### src/rtl/seg_scan_ctrl.sv
`default_nettype none
// ============================================================================
// Module   : seg_scan_ctrl
// Brief    : Feeder for a multiplexed 4-digit 7-segment display. Holds a
//            16-bit value as four nibbles, optionally converted to decimal by
//            serial shift-and-add-3. Scans the digits at a prescaled rate.
// Options  : SEG_SCAN_LEADING_ZERO_BLANK_EN - blank leading zero digits.
// Revision : 1.0 - initial release
// ============================================================================
module seg_scan_ctrl #(
  parameter int REFRESH_DIV = 50000,
  parameter int CNT_W       = 20
) (
  input  logic       clk,
  input  logic       rst,
  input  logic       load,
  input  logic [15:0] value,
  input  logic       dec_mode,
  output logic       busy,
  output logic [3:0] digit_bcd,
  output logic [3:0] digit_sel,
  output logic       blank
);

  typedef enum logic [1:0] {
    S_IDLE   = 2'd0,
    S_SHIFT  = 2'd1,
    S_COMMIT = 2'd2
  } state_t;

  localparam logic [CNT_W-1:0] c_TERM     = CNT_W'(REFRESH_DIV - 1);
  localparam logic [15:0]      c_OVERFLOW = 16'hEEEE;

  state_t      state_q, state_d;
  logic [15:0] disp_q,  disp_d;
  logic [15:0] bin_q,   bin_d;
  logic [19:0] bcd_q,   bcd_d;
  logic [3:0]  cnt_q,   cnt_d;
  logic [CNT_W-1:0] pre_q;
  logic [1:0]  idx_q;
  logic [19:0] w_adj;

  // Add 3 to every BCD nibble that is 5 or more, ahead of the shift.
  function automatic logic [19:0] add3(input logic [19:0] b);
    logic [19:0] r;
    r = b;
    for (int i = 0; i < 5; i++) begin
      if (r[4*i +: 4] >= 4'd5) begin
        r[4*i +: 4] = r[4*i +: 4] + 4'd3;
      end
    end
    return r;
  endfunction

  assign w_adj = add3(bcd_q);

  // Converter and display registers.
  always_ff @(posedge clk) begin
    if (rst) begin
      state_q <= S_IDLE;
      disp_q  <= 16'h0000;
      bin_q   <= 16'h0000;
      bcd_q   <= 20'h00000;
      cnt_q   <= 4'd0;
    end else begin
      state_q <= state_d;
      disp_q  <= disp_d;
      bin_q   <= bin_d;
      bcd_q   <= bcd_d;
      cnt_q   <= cnt_d;
    end
  end

  // Converter next-state: load capture, 16 shift steps, then one commit cycle.
  always_comb begin
    state_d = state_q;
    disp_d  = disp_q;
    bin_d   = bin_q;
    bcd_d   = bcd_q;
    cnt_d   = cnt_q;
    case (state_q)
      S_IDLE: begin
        if (load) begin
          if (dec_mode) begin
            bin_d   = value;
            bcd_d   = 20'h00000;
            cnt_d   = 4'd0;
            state_d = S_SHIFT;
          end else begin
            disp_d  = value;
          end
        end
      end
      S_SHIFT: begin
        bcd_d = {w_adj[18:0], bin_q[15]};
        bin_d = {bin_q[14:0], 1'b0};
        cnt_d = cnt_q + 4'd1;
        if (cnt_q == 4'd15) begin
          state_d = S_COMMIT;
        end
      end
      S_COMMIT: begin
        // Whole display updates on one edge so no digit ever shows a mix.
        if (bcd_q[19:16] != 4'd0) begin
          disp_d = c_OVERFLOW;
        end else begin
          disp_d = bcd_q[15:0];
        end
        state_d = S_IDLE;
      end
      default: begin
        state_d = S_IDLE;
      end
    endcase
  end

  // Free-running refresh prescaler; digit index advances on each wrap.
  always_ff @(posedge clk) begin
    if (rst) begin
      pre_q <= '0;
      idx_q <= 2'd0;
    end else if (pre_q == c_TERM) begin
      pre_q <= '0;
      idx_q <= idx_q + 2'd1;
    end else begin
      pre_q <= pre_q + 1'b1;
    end
  end

  assign busy      = (state_q != S_IDLE);
  assign digit_sel = 4'b0001 << idx_q;
  assign digit_bcd = disp_q[{idx_q, 2'b00} +: 4];

`ifdef SEG_SCAN_LEADING_ZERO_BLANK_EN
  logic w_blank;

  // Dark when this digit and everything above it are zero; digit 0 always lit.
  always_comb begin
    w_blank = 1'b0;
    case (idx_q)
      2'd1:    w_blank = (disp_q[15:4]  == 12'h000);
      2'd2:    w_blank = (disp_q[15:8]  == 8'h00);
      2'd3:    w_blank = (disp_q[15:12] == 4'h0);
      default: w_blank = 1'b0;
    endcase
  end

  assign blank = w_blank;
`else
  assign blank = 1'b0;
`endif

endmodule
`default_nettype wire

### config.mk
export PLATFORM = sky130hd
export DESIGN_NAME = seg_scan_ctrl
export DESIGN_NICKNAME = d
export VERILOG_FILES = /design/src/rtl/seg_scan_ctrl.sv
export SDC_FILE = /design/constraint.sdc
export NUM_CORES = 1
export LEC_CHECK = 0
export BUFFER_PORTS_ARGS = -buffer_cell sky130_fd_sc_hd__buf_2
export CORE_ASPECT_RATIO = 0.75
export CORE_MARGIN = 1
export CORE_UTILIZATION = 50
export CTS_BUF_LIST = sky130_fd_sc_hd__clkbuf_4 sky130_fd_sc_hd__clkbuf_8
export CTS_CLUSTER_DIAMETER = 40
export DETAILED_ROUTE_END_ITERATION = 16
export GPL_ROUTABILITY_DRIVEN = 0
export GPL_TIMING_DRIVEN = 0
export PLACE_DENSITY = 0.76
export SLEW_MARGIN = 10
export SYNTH_ARGS = -nofsm -noshare
export SYNTH_HDL_FRONTEND = slang
export SYNTH_SLANG_ARGS = --single-unit
export TNS_END_PERCENT = 20
### constraint.sdc
create_clock -name clk -period 2.1 [get_ports clk]
set_input_delay 0.105 -clock clk [delete_from_list [all_inputs] [get_ports clk]]
set_output_delay 0.105 -clock clk [all_outputs]
set_load 0.02 [all_outputs]
==> impl_metrics.py <==
metrics = {
    "final_layout": {
        "syn2layout_area_growth_pct": 13.9,
        "antenna_cells": 0,
        "drive_above_1_share": 0.116,
        "fin_area_sq_um": 4380,
        "final_cell_mix": "dfxtp_1 (80), nor2_1 (58), nand2_1 (58), a21oi_1 (36), buf_2 (29)",
        "final_common_cell": "dfxtp_1",
        "final_nets": 534,
    },
    "synthesis": {
        "syn-num-nets": 495,
        "synthCells": 458,
        "synth_compound_area_frac": 0.147,
        "synthMuxAreaShare": 0.0286,
        "ys_ff_latch": 80,
        "synthAdderAreaFrac": 0.0553,
        "avgSynthCellArea_sq_um": 8.40,
        "yosysUniqueCellTypes": 37,
        "ys_warn_count": 0,
        "synth_seq_area_share": 0.416,
        "synth_top_family_by_area": "simple AND/OR/NAND/NOR gates",
        "synth_area_sq_um": 3850,
        "synthSimpleGateAreaFrac": 0.232,
        "synth_xor_xnor_area_share": 0.0683,
    },
    "sta": {
        "slew_headroom": 0.453,
        "grt_setup_unrepaired": "no",
        "finalSetupViolCount": 0,
        "fin_tns_setup_ns": 0,
        "fin_crit_sh": 0.902,
        "fin_skew_ns": 0.00731,
        "slew_viol_final": 0,
        "hold_viol": 0,
        "min_period_ns": 1.89,
        "fmax_ghz": 0.528,
        "tightest_slew_ns": 0.819,
    },
    "critical_path": {
        "crit_buf_inv": 0,
        "start_kind": "flop",
        "arrival_ns": 2.15,
        "required_ns": 2.36,
        "worstPathCellList": "nand4_1, nor3b_1, nand4_1, xor2_1, nor2_1",
        "slowest_delay_ns": 0.72,
        "cp_top_family": "simple AND/OR/NAND/NOR gates",
        "timing.critical_path.mode_cell": "nand4_1",
        "end_kind": "flop",
        "cp_slowest_cell": "nor3b_1",
        "path_class": "flop to flop",
        "cp_max_fo": 6,
    },
    "drt": {
        "postRouteAntennaNets": 0,
        "highest_layer": "met4",
        "wl_um": 9620,
        "vias_per_cell": 5.69,
        "dr.pass1.iters": 5,
        "m1WireLength_um": 4760,
        "routed-via-count": 3430,
        "drc": 0,
        "met2WireLength_um": 3980,
        "wl_met3_um": 756,
        "wl_per_cell_um": 16.0,
        "drt_iter0_markers": 259,
    },
    "worst_hold_path": {
        "hp-class": "primary input to flop",
    },
    "clock_tree": {
        "htreeDepth": 3,
        "cts_sinks": 80,
        "root_buffer": "clkbuf_8",
        "worstSkewPairLatency_ns": 0.36,
        "cts_tree": "yes",
        "cts_setup_buffers": 0,
        "path_clk_slew_ns": 0.08,
        "cts_made_buffers": 9,
        "cts_buffer_depth": 2,
    },
    "global_routing": {
        "grt_max_degree": 14,
        "grt_pass1_vias": 3041,
        "grt_pass1_wl_um": 15300,
        "grt_remaining_overflow": 0,
        "antenna_found_initial": 0,
        "grt.total_usage": 0.257,
    },
    "die": {
        "die_y_um": 78.0,
        "core_sq_um": 7400,
        "die_w_um": 103,
        "row_count": 27,
        "dieArea_sq_um": 8050,
        "start_util": 0.520,
        "num_io_pins": 30,
    },
    "run": {
        "maxCapViolCount": 0,
    },
    "placement": {
        "post_dp_cell_area_sq_um": 4110,
        "dp_hpwl_um": 7100,
        "port_buffers": 27,
    },
    "power": {
        "ir_drop_v": 0.000616,
        "p_leak_nw": 1.61,
        "pwr_density_cell_nw_per_um2": 749,
    },
    "run_status": {
        "status": "completed",
    },
}
==> flip-flops by register name (all words and copies together), names as in the netlist <==
signal	count
bin_q	16
state_q	2
disp_q	16
cnt_q	4
pre_q	20
bcd_q	20
idx_q	2
==> cell usage after synthesis, drive strengths merged <==
| library cell | instances | share of area |
|---|---|---|
| dfxtp | 80 | 0.42 |
| nand2 | 58 | 0.057 |
| nor2 | 58 | 0.057 |
| a21oi | 36 | 0.047 |
| nand3 | 25 | 0.033 |
| clkbuf | 24 | 0.023 |
| xor2 | 19 | 0.043 |
| ha | 17 | 0.055 |
| nor3 | 17 | 0.022 |
| a311oi | 15 | 0.034 |
| inv | 15 | 0.015 |
| o21ai | 13 | 0.017 |
| o221ai | 12 | 0.027 |
| xnor2 | 11 | 0.025 |
| nand2b | 7 | 0.011 |
| nand4 | 7 | 0.011 |
| and2 | 6 | 0.0098 |
| buf | 5 | 0.013 |
| a221oi | 4 | 0.0091 |
| a31oi | 4 | 0.0065 |
| mux4 | 4 | 0.023 |
| nor2b | 4 | 0.0065 |
| and3 | 3 | 0.0049 |
| and4 | 3 | 0.0068 |
| mux2i | 2 | 0.0052 |
| nor4 | 2 | 0.0072 |
| a22oi | 1 | 0.0020 |
| conb | 1 | 0.00097 |
| nor3b | 1 | 0.0020 |
| o21ba | 1 | 0.0026 |
| o21bai | 1 | 0.0020 |
| or2 | 1 | 0.0016 |
| or4 | 1 | 0.0029 |
==> worst paths after layout <==
path | endpoint | slack, ns | start | depth (start not counted)
setup / recovery | pre_q[19] | 0.21 | pre_q[4] | 5
hold / removal | bin_q[6] | 0.03 | value[6] | 3
setup reg to reg | pre_q[19] | 0.21 | pre_q[4] | 5
hold reg to reg | disp_q[11] | 0.46 | disp_q[11] | 2
==> cells by family (layout without fill, tap and decap cells) <==
logic type      after synthesis  in the layout
fa+ha+maj                    17             17
simple gates                193            193
flops                        80             80
mux                           6              6
other cells                   1              1
xor+xnor                     30             30
compound gates               87             87
buf+inv                      44             88
==> area by class of cell <==
type | instances | area, sq um
Buffer | 29 | 141
Clock buffer | 11 | 151
Clock inverter | 5 | 103
Fill cell | 630 | 3020
Inverter | 15 | 56.3
Multi-Input combinational cell | 334 | 2050
Sequential cell | 80 | 1600
Tap cell | 101 | 126
Timing Repair Buffer | 28 | 145
==> report_power, final <==
| group | switching [mW] | internal (mW) |
|---|---|---|
| clock network | 0.559 | 0.852 |
| logic | 0.174 | 0.0930 |
| registers | 0.0325 | 1.57 |
==> timing repair <==
item / 4_1_cts / 5_1_grt
setup endpoints to repair: 0 / 7
resized for setup: 0 / 5
hold buffers: 1 / 0
hold endpoints to repair: 1 / 0
==> layer usage <==
layer,global-route usage,vias up
li1,-,1668
met1,0.383,1632
met2,0.353,117
met3,0.0784,13
met4,0.0704,0
met5,0,-
==> per-stage QoR <==
step                 util  setup WS [ns]  instances  power (mW)  hold WS (ns)
global route        0.592         0.0258        603        3.39        0.0230
finish              0.592          0.205        603        3.28        0.0276
floorplan               -          0.413        458        1.80         0.241
global placement    0.555          0.182        586        1.89         0.377
CTS                 0.591         0.0573        603        3.29        0.0155
detailed placement  0.555          0.143        586        1.90         0.380
==> worst reg2reg max path: stages (launching register included) <==
cell	delay, ns
dfxtp_1	0.44
nand4_1	0.21
nor3b_1	0.72
nand4_1	0.20
xor2_1	0.18
nor2_1	0.05
No activity file was read; power rests on OpenSTA's default activity.
